$ cat src/rtl/rpn_stack_controller.sv
// ---------------------------------------------------------------------------
// rpn_stack_controller
//
// Sequencer for the calculator's RPN operand stack and the ALU. It holds a
// DEPTH-entry stack of WIDTH-bit registers (one load enable per entry) and
// executes PUSH / POP / OPERATE / CLEAR commands. OPERATE pops the two top
// operands, runs the ALU through a start/done handshake and pushes the result.
//
// Optional feature macro: RPN_ALU_TIMEOUT_EN
//   When defined, an 8-bit counter runs in WAIT. If ALU_DONE is not seen
//   within 255 cycles of entering WAIT, the operation is abandoned (stack and
//   COUNT untouched) and the sticky ERR_TIMEOUT output is set.
//
// Ports:
//   CLOCK, RESET         rising-edge clock, synchronous active-low reset
//   CMD_VALID/CMD_READY  command handshake
//   CMD                  00 PUSH, 01 POP, 10 OPERATE, 11 CLEAR
//   OPCODE               ALU operation, sampled with OPERATE
//   DATA_IN              value for PUSH
//   ALU_A / ALU_B        operands (A = second-from-top, B = top)
//   ALU_OP               latched OPCODE
//   ALU_START            one-cycle start pulse (ISSUE state)
//   ALU_DONE/ALU_RESULT  ALU completion and result
//   TOP                  stack[COUNT-1], 0 when empty (drives the display)
//   COUNT                number of valid entries
//   ERR_OVERFLOW         sticky, PUSH on a full stack
//   ERR_UNDERFLOW        sticky, POP on empty / OPERATE with fewer than 2
//   ERR_TIMEOUT          sticky ALU timeout (only with RPN_ALU_TIMEOUT_EN)
//   dbg_state            current FSM state (0 IDLE, 1 ISSUE, 2 WAIT)
// ---------------------------------------------------------------------------
module rpn_stack_controller #(
    parameter int WIDTH = 8,
    parameter int DEPTH = 4,
    parameter int CNT_W = 3
) (
    input  logic             CLOCK,
    input  logic             RESET,
    input  logic             CMD_VALID,
    output logic             CMD_READY,
    input  logic [1:0]       CMD,
    input  logic [2:0]       OPCODE,
    input  logic [WIDTH-1:0] DATA_IN,
    output logic [WIDTH-1:0] ALU_A,
    output logic [WIDTH-1:0] ALU_B,
    output logic [2:0]       ALU_OP,
    output logic             ALU_START,
    input  logic             ALU_DONE,
    input  logic [WIDTH-1:0] ALU_RESULT,
    output logic [WIDTH-1:0] TOP,
    output logic [CNT_W-1:0] COUNT,
    output logic             ERR_OVERFLOW,
    output logic             ERR_UNDERFLOW,
`ifdef RPN_ALU_TIMEOUT_EN
    output logic             ERR_TIMEOUT,
`endif
    output logic [1:0]       dbg_state
);

    typedef enum logic [1:0] {
        S_IDLE  = 2'd0,
        S_ISSUE = 2'd1,
        S_WAIT  = 2'd2
    } state_t;

    localparam logic [1:0] CMD_PUSH    = 2'b00;
    localparam logic [1:0] CMD_POP     = 2'b01;
    localparam logic [1:0] CMD_OPERATE = 2'b10;
    localparam logic [1:0] CMD_CLEAR   = 2'b11;

    localparam logic [CNT_W-1:0] CNT_FULL = CNT_W'(DEPTH);
    localparam logic [CNT_W-1:0] CNT_ONE  = CNT_W'(1);
    localparam logic [CNT_W-1:0] CNT_TWO  = CNT_W'(2);

    state_t           state_q, state_d;
    logic [CNT_W-1:0] count_q, count_d;
    logic [WIDTH-1:0] stack_q [DEPTH];
    logic [WIDTH-1:0] stack_d [DEPTH];
    logic [DEPTH-1:0] stack_we;
    logic [WIDTH-1:0] stack_wdata;
    logic [WIDTH-1:0] alu_a_q, alu_a_d;
    logic [WIDTH-1:0] alu_b_q, alu_b_d;
    logic [2:0]       alu_op_q, alu_op_d;
    logic             err_ovf_q, err_ovf_d;
    logic             err_unf_q, err_unf_d;
`ifdef RPN_ALU_TIMEOUT_EN
    logic [7:0]       tmo_cnt_q, tmo_cnt_d;
    logic             err_tmo_q, err_tmo_d;
`endif

    logic             cmd_fire;
    logic [WIDTH-1:0] top_val;   // stack[count-1]
    logic [WIDTH-1:0] next_val;  // stack[count-2]

    // Handshake: a command transfers on a rising edge where CMD_VALID and
    // CMD_READY are both 1. CMD_READY depends only on the state (IDLE), never
    // on CMD_VALID; a source seeing CMD_READY=0 must hold its command.
    assign CMD_READY = (state_q == S_IDLE);
    assign cmd_fire  = CMD_VALID && (state_q == S_IDLE);

    // Read muxes by count compare; avoids indexing with a wider count value.
    always_comb begin
        top_val  = '0;
        next_val = '0;
        for (int i = 0; i < DEPTH; i++) begin
            if (count_q == CNT_W'(i + 1)) top_val  = stack_q[i];
            if (count_q == CNT_W'(i + 2)) next_val = stack_q[i];
        end
    end

    // Next-state and datapath control.
    always_comb begin
        state_d     = state_q;
        count_d     = count_q;
        alu_a_d     = alu_a_q;
        alu_b_d     = alu_b_q;
        alu_op_d    = alu_op_q;
        err_ovf_d   = err_ovf_q;
        err_unf_d   = err_unf_q;
        stack_we    = '0;
        stack_wdata = '0;
`ifdef RPN_ALU_TIMEOUT_EN
        tmo_cnt_d   = tmo_cnt_q;
        err_tmo_d   = err_tmo_q;
`endif

        case (state_q)
            S_IDLE: begin
                if (cmd_fire) begin
                    case (CMD)
                        CMD_PUSH: begin
                            if (count_q < CNT_FULL) begin
                                for (int i = 0; i < DEPTH; i++) begin
                                    if (count_q == CNT_W'(i)) stack_we[i] = 1'b1;
                                end
                                stack_wdata = DATA_IN;
                                count_d     = count_q + CNT_ONE;
                            end else begin
                                err_ovf_d = 1'b1;
                            end
                        end
                        CMD_POP: begin
                            // The freed entry keeps its value; only COUNT moves.
                            if (count_q != '0) count_d   = count_q - CNT_ONE;
                            else               err_unf_d = 1'b1;
                        end
                        CMD_OPERATE: begin
                            if (count_q < CNT_TWO) begin
                                err_unf_d = 1'b1;
                            end else begin
                                alu_a_d  = next_val;
                                alu_b_d  = top_val;
                                alu_op_d = OPCODE;
                                state_d  = S_ISSUE;
                            end
                        end
                        CMD_CLEAR: begin
                            count_d     = '0;
                            stack_we    = '1;
                            stack_wdata = '0;
                            err_ovf_d   = 1'b0;
                            err_unf_d   = 1'b0;
`ifdef RPN_ALU_TIMEOUT_EN
                            err_tmo_d   = 1'b0;
`endif
                        end
                        default: ;
                    endcase
                end
            end
            S_ISSUE: begin
                // ALU_START is high for this single cycle; ALU_DONE is not
                // looked at until WAIT.
                state_d = S_WAIT;
`ifdef RPN_ALU_TIMEOUT_EN
                tmo_cnt_d = '0;
`endif
            end
            S_WAIT: begin
                if (ALU_DONE) begin
                    // Result replaces the older operand; the top slot is freed.
                    for (int i = 0; i < DEPTH; i++) begin
                        if (count_q == CNT_W'(i + 2)) stack_we[i] = 1'b1;
                    end
                    stack_wdata = ALU_RESULT;
                    count_d     = count_q - CNT_ONE;
                    state_d     = S_IDLE;
                end
`ifdef RPN_ALU_TIMEOUT_EN
                // Edge k of WAIT (k = 1, 2, ...) sees tmo_cnt_q = k-1, so
                // the 255th WAIT edge without ALU_DONE gives up.
                else if (tmo_cnt_q == 8'd254) begin
                    state_d   = S_IDLE;
                    err_tmo_d = 1'b1;
                end else begin
                    tmo_cnt_d = tmo_cnt_q + 8'd1;
                end
`endif
            end
            default: state_d = S_IDLE;
        endcase

        for (int i = 0; i < DEPTH; i++) begin
            stack_d[i] = stack_we[i] ? stack_wdata : stack_q[i];
        end
    end

    always_ff @(posedge CLOCK) begin
        if (!RESET) begin
            state_q   <= S_IDLE;
            count_q   <= '0;
            alu_a_q   <= '0;
            alu_b_q   <= '0;
            alu_op_q  <= '0;
            err_ovf_q <= 1'b0;
            err_unf_q <= 1'b0;
            for (int i = 0; i < DEPTH; i++) stack_q[i] <= '0;
`ifdef RPN_ALU_TIMEOUT_EN
            tmo_cnt_q <= '0;
            err_tmo_q <= 1'b0;
`endif
        end else begin
            state_q   <= state_d;
            count_q   <= count_d;
            alu_a_q   <= alu_a_d;
            alu_b_q   <= alu_b_d;
            alu_op_q  <= alu_op_d;
            err_ovf_q <= err_ovf_d;
            err_unf_q <= err_unf_d;
            for (int i = 0; i < DEPTH; i++) stack_q[i] <= stack_d[i];
`ifdef RPN_ALU_TIMEOUT_EN
            tmo_cnt_q <= tmo_cnt_d;
            err_tmo_q <= err_tmo_d;
`endif
        end
    end

    assign ALU_A         = alu_a_q;
    assign ALU_B         = alu_b_q;
    assign ALU_OP        = alu_op_q;
    assign ALU_START     = (state_q == S_ISSUE);
    assign TOP           = top_val;
    assign COUNT         = count_q;
    assign ERR_OVERFLOW  = err_ovf_q;
    assign ERR_UNDERFLOW = err_unf_q;
`ifdef RPN_ALU_TIMEOUT_EN
    assign ERR_TIMEOUT   = err_tmo_q;
`endif
    assign dbg_state     = state_q;

endmodule

$ cat config.mk
export PLATFORM = sky130hd
export DESIGN_NAME = rpn_stack_controller
export DESIGN_NICKNAME = d
export VERILOG_FILES = /design/src/rtl/rpn_stack_controller.sv
export SDC_FILE = /design/constraint.sdc
export NUM_CORES = 1
export LEC_CHECK = 0
export BUFFER_PORTS_ARGS = -buffer_cell sky130_fd_sc_hd__clkbuf_2
export CORE_MARGIN = 4
export CORE_UTILIZATION = 55
export CTS_CLUSTER_DIAMETER = 50
export DETAILED_ROUTE_END_ITERATION = 8
export PLACE_DENSITY = 0.79
export SYNTH_ARGS = -nofsm -noshare
export SYNTH_HDL_FRONTEND = slang
export SYNTH_SLANG_ARGS = --single-unit
$ cat constraint.sdc
create_clock -name CLOCK -period 3.5 [get_ports CLOCK]
set_clock_uncertainty 0.2 [all_clocks]
set_input_delay 0.35 -clock CLOCK [delete_from_list [all_inputs] [get_ports CLOCK]]
set_output_delay 0.35 -clock CLOCK [all_outputs]
set_load 0.05 [all_outputs]
# Word level (Yosys, flattened, before mapping)
# Memory sizes are Yosys's and may differ from the RTL's.
# Cells that the tools add are included.
# word_totals
ff_bits,26
mem_bits_rw,32
input_bits,25
out_inout_bits,36
wordCells,100
mem_count,1
# mem_list
memory,depth,width,rd,rd_clocked_by_memory_dff,write_ports,line_no,text
stack_q,4,8,4,0,4,76,logic [WIDTH-1:0] stack_q [DEPTH];
# op_classes
addsub,2
magnitude_cmp,2
eq_ne,20
mux,50
bitwise,5
n_reduce_logical,13
# ops
op,count
two-way mux 8 bit,20
one-hot mux 4 bit (2 select lines),2
one-hot mux 8 bit (2 select lines),1
two-way mux 3 bit,4
two-way mux 4 bit,3
AND reduction 4 bit,3
two-way mux 1 bit,11
!= test 2 bit (second input constant),5
one-hot mux 3 bit (3 select lines),1
two-way mux 2 bit,4
equality test 2 bit (second input constant),3
equality test 3 x 2 -> 1 bit (second input constant),2
equality test 3 bit (second input constant),2
!= test 3 bit (second input constant),2
one-hot mux 2 bit (3 select lines),1
one-hot mux 3 bit (2 select lines),1
AND reduction 6 bit,1
nonzero test 3 bit,2
AND reduction 5 bit,1
equality test 2 x 1 -> 1 bit (second input constant),2
logical NOT 2 bit,2
!= test 2 x 1 -> 1 bit (second input constant),2
!= test 4 x 1 -> 1 bit (second input constant),1
bitwise OR 1 bit,4
other kinds (11),12

# Longest topological paths before layout
# Gate-level depths: netlist of run 1.
# depth
word_depth,8
ltp_mapped,9
ltp_nobuf,6

# Worst setup path before layout of run 1
# OpenSTA, ideal clock, no wires.
# synth_timing
path_type,register to output
from,register count_q[2] (netlist: COUNT[2])
to,output TOP[0]
arrival_time_ns,3.177
required_time_ns,2.950
slack_ns,-0.227
stages_incl_launch_ff,9
n_path_buf,3
path_cell_list,dfxtp_1 -> buf_1 -> inv_1 -> ha_1 -> clkbuf_1 -> nor4b_2 -> buf_2 -> nand2_1 -> a21oi_1
# synth_between
elab_chain_cells,5
elab_cells_between_ends,8
cone_classes,eq/ne: 4; mux: 4
# synth_rtl
item,line_no,text
start: declaration,75,"logic [CNT_W-1:0] count_q, count_d;"
start signal: assignment,223,count_q <= count_d;
equality test 3 x 1 -> 1 bit,105,if (count_q == CNT_W'(i + 1)) top_val = stack_q[i];
two-way mux 8 bit (3 in series),105,
two-way mux 8 bit *,105,
end: declaration,49,"output logic [WIDTH-1:0] TOP,"
# Mark *: on every way between the ends. The rest lies on a longest branch, timed or not.

# Final worst setup path of run 1
# layout_timing
from,register count_q[0] (netlist: COUNT[0])
to,output TOP[2]
# Same word-level chain as after synthesis.

==> results of run 1 <==
-- cells in the mapped netlist, types with 2 or more instances --
cell type and n:
nand2_1 61, dfxtp_1 58, mux2i_1 36, a31oi_1 18, nor2b_1 17, clkbuf_1 15, and2_1 12, nor2_1 12
a21oi_1 11, o21ai_0 11, ha_1 10, a32o_1 9, o211ai_1 9, a221o_1 8, a22o_1 8, buf_1 8
nand3_1 8, o2111a_1 8, inv_1 7, buf_6 3, nand2b_1 3, and3b_1 2, buf_2 2, o211a_1 2
o21a_1 2, o32ai_4 2
-- sequential cells by signal (all words and copies together), names as in the netlist --
name / count
COUNT: 3
stack_q: 32
ALU_A: 8
dbg_state: 2
ERR_UNDERFLOW: 1
ERR_OVERFLOW: 1
ALU_B: 8
ALU_OP: 3
-- worst paths after layout --
kind | end | slack [ns] | startpoint
setup / recovery | TOP[2] | 0.47 | COUNT[0]$_SDFFE_PN0P_
hold / removal | ALU_OP[1]$_SDFFE_PN0P_ | 0.07 | OPCODE[1]
setup reg to reg | stack_q[2][3]$_SDFFE_PN0P_ | 0.91 | COUNT[0]$_SDFFE_PN0P_
hold reg to reg | stack_q[0][1]$_SDFFE_PN0P_ | 0.28 | stack_q[0][1]$_SDFFE_PN0P_
-- power groups by stage --
stage | sequential [W] | combinational (W) | clock (W)
3_5_place_dp | 0.000698 | 0.000270 | 0
3_3_place_gp | 0.000697 | 0.000266 | 0
2_1_floorplan | 0.000731 | 0.000159 | 0
5_1_grt | 0.000685 | 0.000292 | 0.000759
6_report | 0.000683 | 0.000272 | 0.000724
4_1_cts | 0.000683 | 0.000271 | 0.000731
-- critical path, cell delays in order, from the launching register on --
cell and delay, ns:
dfxtp_1 0.50, inv_1 0.14, ha_1 0.38, nand2_1 0.58, nor2_1 0.16, a21oi_2 0.21, buf_12 0.16
-- kinds of logic after synthesis --
group                      after synthesis  synth area share (%)
DFF                                     58                 36.31
adders and majority gates               10                 3.912
and+or+nand+nor                        125                 19.13
buffers and inverters                   35                 4.890
muxes                                   36                 11.27
AOI/OAI and AO/OA                       94                 24.49
-- layout make-up --
type,count,area share [%]
Clock buffer,12,4.242
Inverter,7,0.6748
Clock inverter,4,1.864
Sequential cell,58,29.82
Tap cell,72,2.314
Timing Repair Buffer,66,11.95
Multi-Input combinational cell,265,49.13
-- stage by stage --
| stage | power [W] | worst slack [ns] |
|---|---|---|
| final | 0.001679 | 0.4655 |
| after CTS | 0.001686 | 0.4978 |
| after detailed placement | 0.0009680 | 0.8659 |
| after global placement | 0.0009632 | 0.9770 |
| after floorplan | 0.0008902 | 0.03220 |
| after global routing | 0.001736 | 0.2960 |
-- routing by layer --
layer | vias up | share of wire [%]
met5 | - | 0
met4 | 0 | 1.4
met3 | 13 | 8.4
met2 | 141 | 45
met1 | 1369 | 45
li1 | 1412 | -
==> flow_metrics.env, run 1 <==
export IMPL_layout_nets=442
export IMPL_core_area_mm2=0.005574
export IMPL_worst_hold_slack_ns=0.07030
export IMPL_crit_arrival_ns=2.48
export IMPL_grt_util_met2_pct=36.01
export IMPL_p_comb_share_pct=16.2
export IMPL_grt_ovfl_total=0
export IMPL_clockPowerShare_pct=43.1
export IMPL_cts_resized=0
export IMPL_io_pins=61
export IMPL_fillers=441
export IMPL_synth_cell_types=42
export IMPL_dp_cells=468
export IMPL_ff_latch_area_mm2=0.001161
export IMPL_ir_drop_mv=0.2832
export IMPL_drtAntennaViolNets=0
export IMPL_start_kind="register"
export IMPL_post_route_min_period_ns=3.034
export IMPL_drv_slew=0
export IMPL_cts_buffers_inserted=9
export IMPL_cp_max_fo=17
export IMPL_yosys_area_top_type="dfxtp_1"
export IMPL_outcome="finished, final reports clean"
export IMPL_final_cells=484
export IMPL_clk_pin_slew_ns=0.06
export IMPL_ys_seq_area_share_pct=36.31
export IMPL_clk_latency_ns=0.34
export IMPL_finalSetupTns_ns=0
export IMPL_power_density_mw_per_mm2=431.3
export IMPL_async_flop_share_pct=0
export IMPL_drv_cap=0
export IMPL_post_drt_wl_per_cell_um=17.16
export IMPL_switchingPower_w=0.0004515
export IMPL_avgSynthCellArea_um2=8.933
export IMPL_synth_seq_cells=58
export IMPL_antenna_found_initial=0
export IMPL_start_util_pct=57.37
export IMPL_design_area_mm2=0.003894
export IMPL_clk_path_buf_depth=2
export IMPL_syn_area_mm2=0.003198
export IMPL_synth_area_leaders="dfxtp_1 (36%), mux2i_1 (11%), nand2_1 (7.2%), ha_1 (3.9%), a31oi_1 (3.5%)"
export IMPL_area_growth_pct=21.75
export IMPL_hold_class="primary input to register"
export IMPL_fp_row_count=27
export IMPL_min_period_over_period_pct=86.70
export IMPL_hold_buffers=0
export IMPL_syn_num_nets=393
export IMPL_yosys_most_used_dff="dfxtp_1"
export IMPL_diodes=0
export IMPL_die_w_um=84.26
export IMPL_yosys_warnings=0
export IMPL_netSwitchingFraction_pct=26.89
export IMPL_dr_pass1_iters=5
export IMPL_r2r_cells=5
export IMPL_cts_sinks=58
export IMPL_finalHoldViolCount=0
export IMPL_vias=2935
export IMPL_p_leak_nw=1.458
export IMPL_grt_total_usage_pct=24.05
export IMPL_grt_pass1_vias=2762
export IMPL_relSlewSlack_pct=32.22
export IMPL_drive_gt1_share_pct=23.54
export IMPL_htree_levels=3
export IMPL_drc=0
export IMPL_drt_total_wl_um=8305
export IMPL_rsz0062_at_grt="false"
export IMPL_root_buffer="clkbuf_8"
export IMPL_setup_violations=0
export IMPL_met1_usage_pct=33.63
export IMPL_worstPathRequired_ns=2.95
export IMPL_busiest_layer="met2"
export IMPL_final_cell_mix="nand2_1 (61), dfxtp_1 (58), clkbuf_2 (52)"
export IMPL_final_util_pct=69.85
export IMPL_use_met3_pct=6.183
export IMPL_synth_edf_count=0
export IMPL_grt_pass1_wl_um=13830
export IMPL_cts_tree="built"
export IMPL_postCtsSetupBuffers=0
export IMPL_tightest_slew_ns=1.017
export IMPL_place_area_mm2=0.003656
export IMPL_multi_input_area_mm2=0.001913
export IMPL_place_detailed_hpwl_um=5887
export IMPL_dieArea_mm2=0.007099
export IMPL_synth_top_area_share_pct=36.31
export IMPL_die_h_um=84.26
export IMPL_drtIter0Drc=306
export IMPL_grt_max_degree=56
export IMPL_place_gp_congestion=0.9236
export IMPL_p_int_w=0.001228
export IMPL_crit_type="register to output pin"
export IMPL_via_per_inst=6.064
export IMPL_io_buffers=60
export IMPL_crit_path_end_kind="output pin"
export IMPL_fmax_ghz=0.3295
export IMPL_layout_commonest_cell="nand2_1"
export IMPL_hold_depth=3
export IMPL_netlist_instances=358
export IMPL_seqPwrFrac_pct=40.7
(Power assumes the default switching activity.)
==> run 2, diff against run 1 <==
--- a/config.mk
+++ b/config.mk
@@ -8,6 +8,7 @@
 export BUFFER_PORTS_ARGS = -buffer_cell sky130_fd_sc_hd__clkbuf_2
 export CORE_MARGIN = 4
 export CORE_UTILIZATION = 55
+export CTS_BUF_LIST = sky130_fd_sc_hd__clkbuf_4
 export CTS_CLUSTER_DIAMETER = 50
 export DETAILED_ROUTE_END_ITERATION = 8
 export PLACE_DENSITY = 0.79
==> run 2 against run 1 <==
Highest routed layer unchanged. Cell area decreased by 1.4%. Combinational power is essentially flat. Largest cell class unchanged. Worst setup slack worse by 0.10 ns. Sequential cell count unchanged. Core utilization down 1.0 points. Hold slack gained 0.0083 ns. Global-route usage down 0.14 points. Total power down 11%.
==> flow_metrics.env, run 2 (synthesis results as in run 1) <==
export IMPL_grt_max_degree=56
export IMPL_p_comb_share_pct=18.4
export IMPL_slowest_delay_ns=0.61
export IMPL_final_cell_mix="nand2_1 (61), dfxtp_1 (58), clkbuf_2 (52)"
export IMPL_drtAntennaViolNets=0
export IMPL_hold_class="primary input to register"
export IMPL_place_detailed_hpwl_um=5887
export IMPL_start_kind="register"
export IMPL_cts_tree="built"
export IMPL_drc=0
export IMPL_grt_total_usage_pct=23.90
export IMPL_drtIter0Drc=318
export IMPL_grt_ovfl_total=0
export IMPL_fmax_ghz=0.3189
export IMPL_post_route_min_period_ns=3.136
export IMPL_layout_commonest_cell="nand2_1"
export IMPL_min_period_over_period_pct=89.59
export IMPL_root_buffer="clkbuf_4"
export IMPL_pre_cts_slack_ns=0.8659
export IMPL_grt_pass1_vias=2777
export IMPL_worstPathRequired_ns=2.95
export IMPL_setup_violations=0
export IMPL_setup_ws_ns=0.3642
export IMPL_drv_slew=0
export IMPL_drt_total_wl_um=8203
export IMPL_outcome="finished, final reports clean"
export IMPL_cp_max_fo=17
export IMPL_top_register="stack_q"
export IMPL_crit_chain="inv_1, ha_1, nand2_1, nor2_1, a21oi_2, buf_12"
export IMPL_fp_row_count=27
export IMPL_crit_arrival_ns=2.59
export IMPL_cts_buffers_inserted=9
export IMPL_place_gp_congestion=0.9236
export IMPL_htree_levels=3
export IMPL_clk_path_buf_depth=2
export IMPL_p_leak_nw=1.431
export IMPL_post_drt_wl_per_cell_um=16.84
export IMPL_netSwitchingFraction_pct=29.41
export IMPL_layout_nets=445
export IMPL_io_pins=61
export IMPL_cpMaxStageDelayCell="nand2_1"
export IMPL_antenna_found_initial=0
export IMPL_diodes=0
export IMPL_via_per_inst=6.047
export IMPL_worst_hold_slack_ns=0.07860
export IMPL_io_buffers=60
export IMPL_grt_pass1_wl_um=13740
export IMPL_tightest_slew_ns=1.021
export IMPL_switchingPower_w=0.0004387
export IMPL_finalSetupTns_ns=0
export IMPL_rsz0062_at_grt="false"
export IMPL_relSlewSlack_pct=31.94
export IMPL_ir_drop_mv=0.2316
export IMPL_final_util_pct=68.84
export IMPL_postCtsSetupBuffers=0
export IMPL_crit_path_end_kind="output pin"
export IMPL_power_density_mw_per_mm2=388.7
export IMPL_hold_buffers=3
export IMPL_die_w_um=84.26
export IMPL_seqPwrFrac_pct=45.8
export IMPL_crit_type="register to output pin"
export IMPL_cts_resized=0
export IMPL_finalHoldViolCount=0
export IMPL_vias=2945
export IMPL_largest_reg_flops=32
export IMPL_fillers=451
export IMPL_drive_gt1_share_pct=22.65
export IMPL_cts_sinks=58
export IMPL_clk_latency_ns=0.42
export IMPL_dr_pass1_iters=5
export IMPL_clockPowerShare_pct=35.9
export IMPL_clk_pin_slew_ns=0.09
export IMPL_core_area_mm2=0.005574
export IMPL_drv_cap=0
export IMPL_dieArea_mm2=0.007099
export IMPL_p_int_w=0.001053
export IMPL_start_util_pct=57.37
export IMPL_die_h_um=84.26
export IMPL_area_growth_pct=19.99
run 2: changes by cell type in the layout (fill, tap and decap cells not counted), sizes merged:
| cell | previous run | this run |
|---|---|---|
| clkbuf | 64 | 61 |
| dlygate4sd3 | 0 | 3 |
| clkinv | 1 | 4 |
run 2: final cells by class:
type,instances,area (um2),area share (%)
Sequential cell,58,1161,30.26
Clock buffer,9,67.56,1.761
Tap cell,72,90.09,2.348
Clock inverter,7,83.83,2.185
Multi-Input combinational cell,265,1913,49.85
Timing Repair Buffer,69,495.5,12.91
Inverter,7,26.28,0.6847
run 2: stage by stage:
step	total power [W]	area, um2	std cells
after floorplan	0.0008902	3228	358
after global placement	0.0009632	3656	468
after detailed placement	0.0009680	3656	468
after CTS	0.001494	3837	487
after global routing	0.001545	3837	487
final	0.001492	3837	487
run 2: worst max-delay path, delay by kind of cell (launching register included):
| family | cells | cell delay, ns |
|---|---|---|
| AND/OR/NAND/NOR | 2 | 0.78 |
| adder cells (fa/ha/maj) | 1 | 0.38 |
| AO/OA/AOI/OAI | 1 | 0.21 |
| buffers and inverters | 2 | 0.30 |
| flip-flops | 1 | 0.51 |
run 2: power groups by stage:
stage | clock network, W | logic [W] | registers, W
global route | 0.000566 | 0.000295 | 0.000685
floorplan | 0 | 0.000159 | 0.000731
detailed placement | 0 | 0.000270 | 0.000698
finish | 0.000535 | 0.000274 | 0.000683
global placement | 0 | 0.000266 | 0.000697
CTS | 0.000538 | 0.000273 | 0.000682
run 2: path summary, 6_finish.rpt:
check                             start                    endpoint  slack, ns  cells after the start
max               COUNT[0]$_SDFFE_PN0P_                      TOP[2]       0.36                      6
min                            ALU_DONE   dbg_state[1]$_SDFFE_PN0P_       0.08                      3
max reg2reg       COUNT[0]$_SDFFE_PN0P_  stack_q[2][2]$_SDFFE_PN0P_       0.93                      5
min reg2reg  stack_q[1][1]$_SDFFE_PN0P_  stack_q[1][1]$_SDFFE_PN0P_       0.29                      2
run 2: layer usage:
metal / vias to the layer above / global-route usage (%) / part of all wire (%) / wire (um)
li1: 1417 / - / - / -
met1: 1358 / 33.63 / 45 / 3714
met2: 154 / 35.65 / 44 / 3608
met3: 16 / 4.612 / 8.6 / 704
met4: 0 / 10.09 / 2.1 / 176
met5: - / 0 / 0 / 0
==> run 3, diff against run 2 <==
--- a/config.mk
+++ b/config.mk
@@ -11,7 +11,7 @@
 export CTS_BUF_LIST = sky130_fd_sc_hd__clkbuf_4
 export CTS_CLUSTER_DIAMETER = 50
 export DETAILED_ROUTE_END_ITERATION = 8
-export PLACE_DENSITY = 0.79
+export PLACE_DENSITY = 0.87
 export SYNTH_ARGS = -nofsm -noshare
 export SYNTH_HDL_FRONTEND = slang
 export SYNTH_SLANG_ARGS = --single-unit
==> run 3 against run 2 <==
Combinational power is essentially flat. Total power shrank 8.1%. Highest routed layer unchanged. Wire length up 0.48%. Critical path depth rose by 1.
==> flow_metrics.env, run 3 (synthesis results as in run 1) <==
export IMPL_final_cells=487
export IMPL_timing_rr_end="stack_q[0][7]$_SDFFE_PN0P_"
export IMPL_root_buffer="clkbuf_4"
export IMPL_rsz0062_at_grt="false"
export IMPL_clk_path_buf_depth=2
export IMPL_setup_ws_ns=0.4405
export IMPL_worst_r2r_setup_slack_ns=1.00
export IMPL_die_h_um=84.26
export IMPL_drv_slew=0
export IMPL_drtAntennaViolNets=0
export IMPL_io_buffers=60
export IMPL_antenna_found_initial=0
export IMPL_post_drt_wl_per_cell_um=16.92
export IMPL_drc=0
export IMPL_drt_total_wl_um=8242
export IMPL_worst_hold_slack_ns=0.002486
export IMPL_timing_rr_start="dbg_state[1]$_SDFFE_PN0P_"
export IMPL_dieArea_mm2=0.007099
export IMPL_relSlewSlack_pct=36.99
export IMPL_drive_gt1_share_pct=23.37
export IMPL_fmax_ghz=0.3269
export IMPL_use_met3_pct=4.024
export IMPL_fp_row_count=27
export IMPL_diodes=0
export IMPL_endpoint="TOP[3]"
export IMPL_grt_total_usage_pct=24.18
export IMPL_drv_cap=0
export IMPL_setup_violations=0
export IMPL_crit_path_end_kind="output pin"
export IMPL_cp_max_fo=17
export IMPL_htree_levels=3
export IMPL_p_leak_nw=1.408
export IMPL_die_w_um=84.26
export IMPL_top_register="stack_q"
export IMPL_r2r_cells=4
export IMPL_place_gp_congestion=0.8748
export IMPL_start_kind="register"
export IMPL_largest_reg_flops=32
export IMPL_place_detailed_hpwl_um=5960
export IMPL_pre_cts_slack_ns=0.9202
export IMPL_crit_type="register to output pin"
export IMPL_outcome="finished, final reports clean"
export IMPL_cp_startpoint="COUNT[0]$_SDFFE_PN0P_"
export IMPL_clk_pin_slew_ns=0.11
export IMPL_grt_util_met2_pct=36.87
export IMPL_via_per_inst=6.101
export IMPL_worstPathRequired_ns=2.95
export IMPL_min_period_over_period_pct=87.41
export IMPL_vias=2971
export IMPL_grt_ovfl_total=0
export IMPL_hold_class="primary input to register"
export IMPL_cts_buffers_inserted=9
export IMPL_finalSetupTns_ns=0
export IMPL_power_total_w=0.001372
export IMPL_grt_pass1_wl_um=13830
export IMPL_start_util_pct=57.37
export IMPL_area_growth_pct=18.70
export IMPL_post_route_min_period_ns=3.059
export IMPL_grt_pass1_vias=2857
export IMPL_crit_arrival_ns=2.51
export IMPL_cts_tree="built"
export IMPL_dp_cells=469
export IMPL_power_density_mw_per_mm2=361.3
export IMPL_clk_latency_ns=0.41
export IMPL_finalHoldViolCount=0
export IMPL_io_pins=61
export IMPL_cts_sinks=58
export IMPL_final_cell_mix="nand2_1 (61), dfxtp_1 (58), clkbuf_2 (52)"
export IMPL_layout_nets=445
export IMPL_busiest_layer="met2"
export IMPL_layout_commonest_cell="nand2_1"
export IMPL_core_area_mm2=0.005574
export IMPL_drtIter0Drc=433
export IMPL_met1_usage_pct=32.95
export IMPL_ir_drop_mv=0.2404
export IMPL_dr_pass1_iters=6
export IMPL_tightest_slew_ns=0.9451
export IMPL_grt_max_degree=56
run 3: worst min-delay path by stage:
stage | startpoint | to | slack, ns | cells past startpoint
after floorplan | stack_q[0][0]$_SDFFE_PN0P_ | stack_q[0][0]$_SDFFE_PN0P_ | 0.25 | 2
after global placement | stack_q[1][5]$_SDFFE_PN0P_ | stack_q[1][5]$_SDFFE_PN0P_ | 0.26 | 2
after detailed placement | stack_q[0][4]$_SDFFE_PN0P_ | stack_q[0][4]$_SDFFE_PN0P_ | 0.27 | 2
after CTS | OPCODE[0] | ALU_OP[0]$_SDFFE_PN0P_ | 0.002 | 3
after global routing | OPCODE[0] | ALU_OP[0]$_SDFFE_PN0P_ | 0.02 | 3
final | OPCODE[0] | ALU_OP[0]$_SDFFE_PN0P_ | 0.002 | 3
run 3: through the flow:
step,utilization (%),area [um2]
6_report,68.10,3796
5_1_grt,68.10,3796
4_1_cts,68.10,3796
3_5_place_dp,65.72,3664
3_3_place_gp,65.72,3664
2_1_floorplan,-,3228
run 3: what timing repair did:
action	CTS	global route
buffers inserted	0	0
resized for setup	0	0
hold endpoints to repair	2	0
hold buffers	2	0
run 3: power breakdown:
part	switching, W	internal (W)
combinational	0.000173	0.000101
clock	0.000272	0.000143
sequential	0.0000112	0.000672
total	0.000456	0.000916
run 3: critical path, cell delays in order (launching register included):
cell and delay, ns:
dfxtp_1 0.50, inv_1 0.13, ha_1 0.26, buf_4 0.18, nand2_1 0.49, nor2_1 0.16, a21oi_2 0.21, buf_12 0.16
run 3: final cells by class:
| class | instances | area [um2] |
|---|---|---|
| multi-input cells | 265 | 1913 |
| repair buffers | 69 | 493.0 |
| clock inverters | 7 | 45.04 |
| clock buffers | 9 | 67.56 |
| fillers | 441 | 1778 |
| inverters | 7 | 26.28 |
| flip-flops and latches | 58 | 1161 |
| well taps | 72 | 90.09 |
run 3: metal layers:
metal,vias up,routed length (um)
li1,1417,-
met1,1351,3557
met2,173,3660
met3,30,826
met4,0,197
met5,-,0
